$ cat src/rtl/vram_arbiter.sv
// Single-port VRAM arbiter: the scan-out display read takes priority, and a CPU
// request/ack port uses the remaining RAM cycles.
module vram_arbiter #(
  parameter int FB_W     = 160,
  parameter int FB_H     = 120,
  parameter int SCALE_SH = 2
) (
  input  logic        clk_25mhz,
  input  logic        rst_n,
  input  logic        isDispRGB,
  input  logic [9:0]  x,
  input  logic [9:0]  y,
  input  logic        cpu_req,
  input  logic        cpu_we,
  input  logic [14:0] cpu_addr,
  input  logic [7:0]  cpu_wdata,
  output logic        cpu_ack,
  output logic [7:0]  cpu_rdata,
  output logic        ram_en,
  output logic        ram_we,
  output logic [14:0] ram_addr,
  output logic [7:0]  ram_wdata,
  input  logic [7:0]  ram_rdata,
  output logic [7:0]  rgb_out,
  output logic        rgb_valid
);

  localparam logic [14:0] FB_W_V   = 15'(FB_W);
  localparam logic [14:0] FB_WORDS = 15'(FB_W * FB_H);
  localparam logic [9:0]  SUB_MASK = 10'((1 << SCALE_SH) - 1);

  typedef enum logic [1:0] {S_IDLE = 2'd0, S_WAIT = 2'd1, S_DONE = 2'd2} state_t;

  // Constant multiply by the framebuffer width as a sum of shifted rows.
  function automatic logic [14:0] mul_fb_w(input logic [9:0] row);
    logic [14:0] acc;
    acc = 15'd0;
    for (int i = 0; i < 15; i++) begin
      acc = acc + (FB_W_V[4'(i)] ? (15'(row) << i) : 15'd0);
    end
    return acc;
  endfunction

  state_t      state_q, state_d;
  logic        cpu_ack_q, cpu_ack_d;
  logic [7:0]  cpu_rdata_q, cpu_rdata_d;
  logic [7:0]  rgb_out_q, rgb_out_d;
  logic        rgb_valid_q, rgb_valid_d;
  logic        disp_dly_q, disp_dly_d;
  logic        rd_vld_q, rd_vld_d;
  logic        rd_tag_q, rd_tag_d;

  logic        disp_slot_s;
  logic        cpu_go_s;
  logic        cpu_in_range_s;
  logic [9:0]  col_s;
  logic [9:0]  row_s;
  logic [14:0] disp_addr_s;
  logic        ram_en_s;
  logic        ram_we_s;
  logic [14:0] ram_addr_s;
  logic [7:0]  ram_wdata_s;

  assign col_s          = x >> SCALE_SH;
  assign row_s          = y >> SCALE_SH;
  assign disp_addr_s    = mul_fb_w(row_s) + 15'(col_s);
  assign disp_slot_s    = isDispRGB && ((x & SUB_MASK) == 10'd0);
  assign cpu_in_range_s = (cpu_addr < FB_WORDS);
  assign cpu_go_s       = (state_q == S_IDLE) && cpu_req && !disp_slot_s;

  // RAM port mux: display slot first, then an in-range CPU issue, else idle.
  always_comb begin
    ram_en_s    = 1'b0;
    ram_we_s    = 1'b0;
    ram_addr_s  = 15'd0;
    ram_wdata_s = 8'd0;
    if (disp_slot_s) begin
      ram_en_s   = 1'b1;
      ram_addr_s = disp_addr_s;
    end else if (cpu_go_s && cpu_in_range_s) begin
      ram_en_s    = 1'b1;
      ram_we_s    = cpu_we;
      ram_addr_s  = cpu_addr;
      ram_wdata_s = cpu_wdata;
    end else begin
      ram_en_s = 1'b0;
    end
  end

  // CPU access sequencing; data returned in WAIT belongs to the CPU only if tagged so.
  always_comb begin
    state_d     = state_q;
    cpu_ack_d   = 1'b0;
    cpu_rdata_d = cpu_rdata_q;
    case (state_q)
      S_IDLE: begin
        if (cpu_go_s) begin
          state_d = S_WAIT;
        end else begin
          state_d = S_IDLE;
        end
      end
      S_WAIT: begin
        state_d     = S_DONE;
        cpu_ack_d   = 1'b1;
        cpu_rdata_d = (rd_vld_q && !rd_tag_q) ? ram_rdata : 8'd0;
      end
      S_DONE: begin
        state_d = S_IDLE;
      end
      default: begin
        state_d = S_IDLE;
      end
    endcase
  end

  // Read tag pipeline and display capture, blanked by the delayed active flag.
  always_comb begin
    rd_vld_d    = ram_en_s && !ram_we_s;
    rd_tag_d    = disp_slot_s;
    disp_dly_d  = isDispRGB;
    rgb_valid_d = disp_dly_q;
    if (!disp_dly_q) begin
      rgb_out_d = 8'd0;
    end else if (rd_vld_q && rd_tag_q) begin
      rgb_out_d = ram_rdata;
    end else begin
      rgb_out_d = rgb_out_q;
    end
  end

  // State and pipeline registers.
  always_ff @(posedge clk_25mhz or negedge rst_n) begin
    if (!rst_n) begin
      state_q     <= S_IDLE;
      cpu_ack_q   <= 1'b0;
      cpu_rdata_q <= 8'd0;
      rgb_out_q   <= 8'd0;
      rgb_valid_q <= 1'b0;
      disp_dly_q  <= 1'b0;
      rd_vld_q    <= 1'b0;
      rd_tag_q    <= 1'b0;
    end else begin
      state_q     <= state_d;
      cpu_ack_q   <= cpu_ack_d;
      cpu_rdata_q <= cpu_rdata_d;
      rgb_out_q   <= rgb_out_d;
      rgb_valid_q <= rgb_valid_d;
      disp_dly_q  <= disp_dly_d;
      rd_vld_q    <= rd_vld_d;
      rd_tag_q    <= rd_tag_d;
    end
  end

  // The RAM port is combinational, so reset gates it directly.
  assign ram_en    = rst_n & ram_en_s;
  assign ram_we    = rst_n & ram_we_s;
  assign ram_addr  = rst_n ? ram_addr_s : 15'd0;
  assign ram_wdata = rst_n ? ram_wdata_s : 8'd0;

  assign cpu_ack   = cpu_ack_q;
  assign cpu_rdata = cpu_rdata_q;
  assign rgb_out   = rgb_out_q;
  assign rgb_valid = rgb_valid_q;

endmodule

$ cat config.mk
export PLATFORM = sky130hd
export DESIGN_NAME = vram_arbiter
export DESIGN_NICKNAME = d
export VERILOG_FILES = /design/src/rtl/vram_arbiter.sv
export SDC_FILE = /design/constraint.sdc
export NUM_CORES = 1
export LEC_CHECK = 0
export ABC_AREA = 1
export BUFFER_PORTS_ARGS = -buffer_cell sky130_fd_sc_hd__clkbuf_2
export CAP_MARGIN = 20
export CORE_MARGIN = 2
export CORE_UTILIZATION = 40
export DETAILED_ROUTE_END_ITERATION = 6
export GPL_ROUTABILITY_DRIVEN = 0
export PLACE_DENSITY = 0.73
export SLEW_MARGIN = 20
export SYNTH_ARGS = -nofsm -noshare
export SYNTH_HDL_FRONTEND = slang
export SYNTH_SLANG_ARGS = --single-unit
$ cat constraint.sdc
create_clock -name clk_25mhz -period 2.6 [get_ports clk_25mhz]
set_input_delay 0.39 -clock clk_25mhz [delete_from_list [all_inputs] [get_ports clk_25mhz]]
set_output_delay 0.39 -clock clk_25mhz [all_outputs]
set_load 0.01 [all_outputs]
==> impl_metrics.csv, run 1 <==
group,metric,value,unit
clock_tree,cts_hold_buf,0,
setup_path,r2r_start,"cpu_ack$_DFF_PN0_",
cells_and_area,antennaDiodeCount,0,
power,power_frac_clock,20.1,%
drt,first_iter_violations,80,
clock_tree,worstSkewPairLatency,0.25,ns
power,p_leak,1.46,nW
grt,grt_pass1_wl,7.14,mm
setup_path,arrival,2.10,ns
status,outcome,"finished clean",
grt,grt_start_max_net_pins,24,
placed_design,place_hpwl,3.67,mm
setup_path,crit_buf_inv,4,
sta,slew_headroom,77.3,%
yosys,synth_area,1780,µm²
sta,hold_viol_final,0,
drt,drt-wirelength-per-cell,11.4,µm
sta,max_freq,401,MHz
floorplan,core_area,4320,µm²
clock_tree,cts_tree,"done",
setup_path,critPathRequiredTime,2.21,ns
floorplan,fp.dieH,70.7,µm
floorplan,num_io_pins,99,
yosys,seq_area_frac_synth,30.9,%
power,seqPwrFrac,40.9,%
sta,skew,0.00154,ns
cells_and_area,nNetsFinal,419,
yosys,postSynthNetCount,318,
sta,worst_pin_slew,0.337,ns
setup_path,cpMaxStageDelayCell,"fa_2",
floorplan,rows,24,
setup_path,cp-startpoint,"y[4]",
grt,antenna_found_initial,0,
power,combPwrFrac,39.0,%
sta,whs,0.275,ns
hold_path,worstHoldStart,"isDispRGB",
hold_path,hold_path.class,"in2reg",
setup_path,crit_path_end_kind,"output port",
clock_tree,clk_pin_slew_worst_paths,0.07,ns
floorplan,die_w,70.7,µm
placed_design,dp.cells,393,
setup_path,path_class,"in2out",
grt,grt_use_total,17.1,%
floorplan,die_area,5000,µm²
yosys,yosysUniqueCellTypes,25,
setup_path,path_delay_family,"adder cells",
flow_run,maxCapViolCount,0,
power,p_per_area,391,nW/µm²
clock_tree,clockBufferDepth,2,
sta,tns,0,ns
yosys,synth_warnings,0,
clock_tree,cts_made_buffers,3,
sta,fin_crit,2.49,ns
clock_tree,root_buffer,"clkbuf_8",
cells_and_area,final_core_util,57.3,%
drt,routed_wl,4.52,mm
drt,drt-vias-per-instance,4.79,
setup_path,crit_fanout,3,
power,p_sw_share,34.3,%
cells_and_area,drive_gt1_share,41.9,%
cells_and_area,final_cells,396,
power,irDropWorstVdd,0.184,mV
setup_path,startpoint_type,"input port",
cells_and_area,nFillCells,404,
placed_design,port_buffers,96,
clock_tree,htreeDepth,1,
sta,setup_violations,0,
power,switching_power,0.332,mW
drt,dr.pass1.iters,4,
setup_path,cpPeakStageDelay,0.46,ns
drt,ant_nets,0,
sta,drv_slew,0,
yosys,synth.avg_cell_area,7.26,µm²
grt,gr-total-overflow,0,
clock_tree,post_cts_buffers,0,
setup_path,crit_chain,"buf_6 -> inv_2 -> fa_2 -> fa_2 -> inv_2 -> nand3_4 -> nand2_2 -> nand2_1 -> a21oi_1 -> nor2_1 -> nor2_1 -> buf_2",
yosys,synth_cells,245,
yosys,synth-seq-cells,22,
drt,via_count,1897,
grt,grt_pass1_vias,1781,
sta,fin_crit_sh,95.9,%
floorplan,initial_utilization,41.1,%
cells_and_area,area_delta_synth_final,39.4,%
drt,drcViolationCount,0,
clock_tree,cts.sinks,22,
power,p_int,0.637,mW
## power by group through the flow
| stage | clock network (mW) | logic, mW | registers (mW) |
|---|---|---|---|
| 3_3_place_gp | 0 | 0.331 | 0.402 |
| 2_1_floorplan | 0 | 0.199 | 0.408 |
| 5_1_grt | 0.214 | 0.423 | 0.401 |
| 6_report | 0.195 | 0.378 | 0.396 |
| 4_1_cts | 0.203 | 0.350 | 0.396 |
| 3_5_place_dp | 0 | 0.338 | 0.403 |
## per-layer routing
layer  vias to the layer above  part of all wire, %  GRT usage [%]
li1                        976                    -              -
met1                       833                   44           21.8
met2                        86                   49           31.3
met3                         2                  6.9           2.28
met4                         0                 0.33           2.94
met5                         -                    0              0
## flip-flops by register name, indices dropped and copies added, names as in the netlist
name	count
rd_tag_q	1
state_q	1
cpu_ack	1
rgb_valid	1
cpu_rdata	8
rgb_out	8
disp_dly_q	1
rd_vld_q	1
## cells in the mapped netlist (all sizes together)
library cell,instances,area (µm²)
nand2,47,194
fa,2,40.0
clkbuf,1,3.75
ha,15,188
nor3,1,16.3
dfrtp,22,551
or2,2,12.5
nand3,26,143
buf,4,31.3
mux2i,2,20.0
a21oi,8,40.0
o21ai,29,145
o22ai,2,12.5
nand3b,1,7.51
nor2,35,190
inv,48,185
## logic make-up (layout without fill, tap and decap cells)
family	count (synthesis)	count (layout)	share of synthesized area (%)
AO/OA/AOI/OAI	39	39	11.1
adder cells (fa/ha/maj)	17	17	12.8
buffers and inverters	53	152	12.4
flip-flops	22	22	30.9
multiplexers	2	2	1.13
AND/OR/NAND/NOR	112	112	31.6
## stage by stage
step	total power [mW]	area, µm²	worst slack, ns
final	0.969	2480	0.107
after global routing	1.04	2480	-0.00579
after CTS	0.949	2400	0.00536
after detailed placement	0.741	2330	-0.168
after global placement	0.733	2330	-0.108
after floorplan	0.607	1780	0.171
## what timing repair did
action                     CTS  global route
pin swaps                    6             8
setup endpoints to repair    5             4
resized for setup            7            23
## cell type report
class	instances	area (µm²)	area share, %
multi-input combinational	170	1110	44.7
sequential	22	551	22.2
timing repair buffer	101	531	21.4
inverter	48	185	7.47
tap	52	65.1	2.62
clock buffer	3	41.3	1.66
## final timing paths
path / end / slack [ns] / cells past startpoint
worst max-delay path: ram_addr[12] / 0.11 / 12
max in group asynchronous: cpu_rdata[7]$_DFFE_PN0P_ / 2.03 / 2
min in group asynchronous: rgb_out[1]$_DFFE_PN0P_ / 0.35 / 2
worst min-delay path: disp_dly_q$_DFF_PN0_ / 0.27 / 1
worst max register to register: rd_vld_q$_DFF_PN0_ / 1.32 / 7
worst min register to register: cpu_rdata[6]$_DFFE_PN0P_ / 0.51 / 2
## placed cells by master, fill, tap and decap left out, types with 2 or more instances in the layout
| cell | instances |
|---|---|
| a21oi_1 | 5 |
| a21oi_2 | 2 |
| buf_2 | 4 |
| buf_4 | 5 |
| buf_6 | 2 |
| clkbuf_2 | 90 |
| clkbuf_8 | 3 |
| dfrtp_1 | 22 |
| fa_2 | 2 |
| ha_1 | 11 |
| ha_4 | 3 |
| inv_1 | 42 |
| inv_2 | 5 |
| mux2i_1 | 2 |
| nand2_1 | 40 |
| nand2_2 | 5 |
| nand2_4 | 2 |
| nand3_1 | 23 |
| nand3_4 | 3 |
| nor2_1 | 23 |
| nor2_2 | 8 |
| nor2_4 | 3 |
| o21ai_0 | 29 |
| o22ai_1 | 2 |
| or2_2 | 2 |
(Power assumes the default switching activity.)
==> run 2: changes to the inputs <==
--- a/config.mk
+++ b/config.mk
@@ -8,11 +8,14 @@
 export ABC_AREA = 1
 export BUFFER_PORTS_ARGS = -buffer_cell sky130_fd_sc_hd__clkbuf_2
 export CAP_MARGIN = 20
+export CELL_PAD_IN_SITES_DETAIL_PLACEMENT = 1
+export CELL_PAD_IN_SITES_GLOBAL_PLACEMENT = 1
 export CORE_MARGIN = 2
-export CORE_UTILIZATION = 40
+export CORE_UTILIZATION = 30
 export DETAILED_ROUTE_END_ITERATION = 6
 export GPL_ROUTABILITY_DRIVEN = 0
-export PLACE_DENSITY = 0.73
+export PLACE_DENSITY_LB_ADDON = 0.1
+export REMOVE_ABC_BUFFERS = 1
 export SLEW_MARGIN = 20
 export SYNTH_ARGS = -nofsm -noshare
 export SYNTH_HDL_FRONTEND = slang
==> impl_metrics.csv, run 2 (synthesis gave the netlist of run 1 again) <==
group,metric,value,unit
floorplan,fp.dieH,81.0,µm
sta,max_freq,404,MHz
sta,worst_pin_slew,0.367,ns
power,irDropWorstVdd,0.177,mV
drt,drt-vias-per-instance,4.56,
setup_path,path_class,"in2out",
sta,slew_headroom,75.6,%
sta,hold_viol_final,0,
setup_path,critPathRequiredTime,2.21,ns
floorplan,core_area,5820,µm²
flow_run,maxCapViolCount,0,
sta,rsz0062_at_grt,"no",
grt,grt_start_max_net_pins,21,
drt,first_iter_violations,76,
clock_tree,root_buffer,"clkbuf_8",
placed_design,port_buffers,96,
sta,fin_crit_sh,95.2,%
setup_path,crit_fanout,3,
floorplan,die_area,6560,µm²
clock_tree,cts_made_buffers,3,
grt,gr-total-overflow,0,
drt,drcViolationCount,0,
cells_and_area,layout_common_cells,"clkbuf_2 (89), inv_1 (43), nand2_1 (37)",
setup_path,cpMaxStageDelayCell,"fa_2",
clock_tree,cts.sinks,22,
placed_design,place_hpwl,4.12,mm
cells_and_area,antennaDiodeCount,0,
grt,antenna_found_initial,0,
drt,drt-wirelength-per-cell,12.0,µm
status,outcome,"finished clean",
power,p_per_area,399,nW/µm²
grt,grt_pass1_vias,1745,
drt,ant_nets,0,
sta,skew,0.00166,ns
drt,dr.pass1.iters,4,
power,total_power,1.04,mW
cells_and_area,nFillCells,786,
cells_and_area,drive_gt1_share,43.7,%
floorplan,rows,28,
sta,drv_slew,0,
cells_and_area,nNetsFinal,422,
clock_tree,htreeDepth,1,
setup_path,cpPeakStageDelay,0.48,ns
sta,finalWorstSetupSlack,0.125,ns
clock_tree,clk_pin_slew_worst_paths,0.08,ns
hold_path,hold_path.class,"in2async",
setup_path,crit_path_end_kind,"output port",
grt,grt_pass1_wl,8.04,mm
drt,routed_wl,5.08,mm
cells_and_area,final_common_cell,"clkbuf_2",
setup_path,arrival,2.08,ns
clock_tree,cts_tree,"done",
floorplan,num_io_pins,99,
placed_design,dp_slack,-0.118,ns
grt,grt_use_total,15.3,%
floorplan,die_w,81.0,µm
setup_path,startpoint_type,"input port",
sta,fin_crit,2.47,ns
drt,via_count,1929,
clock_tree,worstSkewPairLatency,0.26,ns
floorplan,initial_utilization,30.6,%
sta,setup_violations,0,
power,p_leak,1.49,nW
cells_and_area,area_delta_synth_final,45.9,%
setup_path,crit_chain,"buf_8 -> clkinv_4 -> fa_2 -> fa_2 -> inv_2 -> nand3_4 -> nand2_4 -> nand2_2 -> nand2_2 -> nand2_1 -> nand2_1 -> nor2_1 -> nor2_1 -> buf_2",
clock_tree,clockBufferDepth,2,
## run 2: cell types whose count changed in the layout (fill, tap and decap cells not counted), moves of 2 or more
cell / delta
buf_4: +3
nand2_1: -3
inv_2: -2
nand2_4: +2
## run 2: layer usage
layer / vias to the layer above / wire, µm / share of wire, % / global-route usage [%]
met5: - / 0 / 0 / 0
met4: 0 / 26 / 0.51 / 2.03
met2: 55 / 2400 / 47 / 24.2
met3: 4 / 287 / 5.7 / 2.11
li1: 976 / - / - / -
met1: 894 / 2370 / 47 / 22.7
## run 2: what timing repair did
| item | in CTS | in global routing |
|---|---|---|
| pin swaps | 3 | 14 |
| hold buffers | 0 | 0 |
| endpoints found under the hold margin | 0 | 0 |
| setup buffers | 0 | 1 |
| setup endpoints to repair | 5 | 5 |
| gates resized for setup | 6 | 39 |
## run 2: path summary, 6_finish.rpt
kind                                          start                  endpoint  slack (ns)  cells after the start
max                                            y[2]              ram_addr[14]        0.13                     14
min                                           rst_n    rgb_out[6]$_DFFE_PN0P_        0.09                      2
max reg2reg                       cpu_ack$_DFF_PN0_        rd_vld_q$_DFF_PN0_        1.33                      6
min reg2reg                cpu_rdata[6]$_DFFE_PN0P_  cpu_rdata[6]$_DFFE_PN0P_        0.52                      2
max in group asynchronous                     rst_n  cpu_rdata[5]$_DFFE_PN0P_        2.27                      2
min in group clk_25mhz                    isDispRGB      disp_dly_q$_DFF_PN0_        0.26                      1
## run 2: final cells by class
cell class | count | area [µm²] | area share (%)
Inverter | 48 | 190 | 7.33
Clock buffer | 4 | 55.1 | 2.12
Timing Repair Buffer | 104 | 557 | 21.4
Tap cell | 75 | 93.8 | 3.61
Multi-Input combinational cell | 170 | 1150 | 44.3
Sequential cell | 22 | 551 | 21.2
## run 2: where the power goes
group          switching (mW)  total [mW]  internal, mW
logic                   0.226       0.397         0.171
clock network           0.108       0.243         0.135
registers              0.0236       0.396         0.373
total                   0.358        1.04         0.679
## run 2: worst max-delay path, delay by kind of cell
family                   cells  cell delay (ns)
adder cells (fa/ha/maj)      2             0.86
buffers and inverters        4             0.33
AND/OR/NAND/NOR              8             0.50
## run 2: through the flow
stage	hold WS, ns	std cells	TNS (ns)	utilization, %	cell area [µm²]
after global routing	0.0924	423	0	44.6	2600
final	0.0870	423	0	44.6	2600
after detailed placement	0.372	418	-0.283	40.8	2370
after global placement	0.376	418	-0.254	40.8	2370
after floorplan	0.0944	240	0	-	1740
after CTS	0.0874	422	0	42.0	2440
==> run 3: changes to the inputs <==
--- a/config.mk
+++ b/config.mk
@@ -10,6 +10,7 @@
 export CAP_MARGIN = 20
 export CELL_PAD_IN_SITES_DETAIL_PLACEMENT = 1
 export CELL_PAD_IN_SITES_GLOBAL_PLACEMENT = 1
+export CORE_ASPECT_RATIO = 1.4
 export CORE_MARGIN = 2
 export CORE_UTILIZATION = 30
 export DETAILED_ROUTE_END_ITERATION = 6
==> impl_metrics.csv, run 3 (synthesis gave the netlist of run 1 again) <==
group,metric,value,unit
grt,grt_start_max_net_pins,23,
setup_path,r2r_slack,1.28,ns
setup_path,r2r-end,"rd_vld_q$_DFF_PN0_",
sta,tns,0,ns
grt,gr-total-overflow,0,
cells_and_area,layout_common_cells,"clkbuf_2 (91), inv_1 (42), nand2_1 (37)",
sta,max_freq,404,MHz
sta,finalWorstSetupSlack,0.125,ns
setup_path,cpPeakStageDelay,0.59,ns
setup_path,crit_chain,"buf_8 -> inv_4 -> fa_2 -> inv_2 -> ha_4 -> nand3_2 -> nand2_2 -> nand2_2 -> a21oi_2 -> nor2_1 -> nor2_1 -> buf_2",
status,outcome,"finished clean",
floorplan,die_w,69.1,µm
power,irDropWorstVdd,0.165,mV
sta,fin_crit,2.48,ns
cells_and_area,stdcell_area,2570,µm²
sta,whs,0.244,ns
clock_tree,root_buffer,"clkbuf_8",
setup_path,path_delay_family,"adder cells",
drt,first_iter_violations,82,
setup_path,path_class,"in2out",
clock_tree,htreeDepth,1,
sta,hold_viol_final,0,
power,combPwrFrac,37.8,%
sta,setup_violations,0,
grt,globalRouteMet1Util,17.0,%
hold_path,holdPathStages,1,
drt,drt-vias-per-instance,4.67,
clock_tree,clk_pin_slew_worst_paths,0.08,ns
cells_and_area,final_common_cell,"clkbuf_2",
power,p_sw_share,34.8,%
placed_design,port_buffers,96,
clock_tree,cts_made_buffers,3,
setup_path,crit_fanout,2,
grt,grt_most_used_layer,"met2",
power,power_frac_clock,23.8,%
grt,antenna_found_initial,0,
floorplan,initial_utilization,30.8,%
drt,drt-wirelength-per-cell,13.1,µm
power,switching_power,0.360,mW
cells_and_area,area_delta_synth_final,44.5,%
cells_and_area,antennaDiodeCount,0,
setup_path,critPathRequiredTime,2.21,ns
sta,drv_slew,0,
grt,grtUsageMet3,1.69,%
power,p_int,0.676,mW
clock_tree,clockBufferDepth,2,
setup_path,crit_buf_inv,4,
sta,skew,0.00400,ns
grt,use_met2,33.6,%
grt,grt_pass1_wl,8.87,mm
setup_path,startpoint_type,"input port",
power,seqPwrFrac,38.3,%
sta,worst_pin_slew,0.405,ns
floorplan,die_area,6570,µm²
setup_path,path_depth,12,
floorplan,num_io_pins,99,
drt,drcViolationCount,0,
hold_path,hold_path.class,"in2reg",
grt,grt_use_total,16.4,%
setup_path,cpMaxStageDelayCell,"fa_2",
cells_and_area,nNetsFinal,423,
floorplan,rows,33,
drt,routed_wl,5.49,mm
flow_run,maxCapViolCount,0,
cells_and_area,final_core_util,44.5,%
grt,grt_pass1_vias,1999,
setup_path,r2r_start,"cpu_ack$_DFF_PN0_",
drt,ant_nets,0,
drt,dr.pass1.iters,2,
drt,via_count,1958,
setup_path,crit_path_end_kind,"output port",
setup_path,arrival,2.09,ns
setup_path,worst-r2r-cell-count,7,
floorplan,fp.dieH,95.1,µm
power,p_per_area,403,nW/µm²
floorplan,core_area,5780,µm²
setup_path,cp-startpoint,"y[2]",
clock_tree,worstSkewPairLatency,0.26,ns
sta,fin_crit_sh,95.2,%
power,p_leak,1.49,nW
setup_path,cp-endpoint,"ram_addr[11]",
placed_design,place_area,2380,µm²
cells_and_area,drive_gt1_share,45.0,%
clock_tree,cts.sinks,22,
placed_design,dp_slack,-0.140,ns
placed_design,place_hpwl,4.52,mm
sta,slew_headroom,72.9,%
clock_tree,cts_tree,"done",
[run 3: changes by cell type in the layout (fill, tap and decap cells not counted), moves of 2 or more]
| cell | change |
|---|---|
| buf_2 | -2 |
| a21oi_2 | +4 |
| clkbuf_2 | +2 |
| a21oi_4 | -2 |
| inv_4 | +2 |
| a21oi_1 | -2 |
[run 3: worst min-delay path by stage]
| stage | endpoint | startpoint | slack (ns) |
|---|---|---|---|
| floorplan | cpu_ack$_DFF_PN0_ | rst_n | 0.09 |
| global placement | cpu_rdata[6]$_DFFE_PN0P_ | cpu_rdata[6]$_DFFE_PN0P_ | 0.49 |
| detailed placement | rgb_out[1]$_DFFE_PN0P_ | rgb_out[1]$_DFFE_PN0P_ | 0.50 |
| CTS | disp_dly_q$_DFF_PN0_ | isDispRGB | 0.24 |
| global route | disp_dly_q$_DFF_PN0_ | isDispRGB | 0.24 |
| finish | disp_dly_q$_DFF_PN0_ | isDispRGB | 0.24 |
[run 3: final cells by class]
cell class,instances,area (µm²)
Tap cell,70,87.6
Sequential cell,22,551
Clock buffer,4,55.1
Timing Repair Buffer,105,564
Inverter,48,190
Multi-Input combinational cell,170,1120
Fill cell,777,3210
[run 3: power by group through the flow]
stage / Combinational (mW) / Sequential [mW] / Clock, mW
6_report: 0.392 / 0.397 / 0.247
5_1_grt: 0.443 / 0.402 / 0.270
4_1_cts: 0.362 / 0.398 / 0.254
3_5_place_dp: 0.356 / 0.405 / 0
3_3_place_gp: 0.344 / 0.404 / 0
2_1_floorplan: 0.185 / 0.413 / 0
[run 3: per-layer routing]
layer / vias up / share of wire [%]
li1: 980 / -
met4: 0 / 1.7
met1: 922 / 36
met2: 48 / 59
met3: 8 / 3.4
met5: - / 0
[run 3: metrics by stage]
step                cells  power [mW]
finish                419        1.04
global route          419        1.12
CTS                   419        1.01
detailed placement    415       0.760
global placement      415       0.748
floorplan             240       0.598
[run 3: what timing repair did]
action,in CTS,in global routing
setup endpoints to repair,5,6
hold buffers,0,0
gates resized for setup,4,36
pin swaps,4,11
setup buffers,0,0
[run 3: worst reg2reg max path, cell delays in order (launching register included)]
cell     delay [ns]
dfrtp_1        0.53
nor2_4         0.14
nand2_2        0.07
nor2_4         0.13
nand3_4        0.12
nand2_4        0.13
o21ai_0        0.09
inv_1          0.06
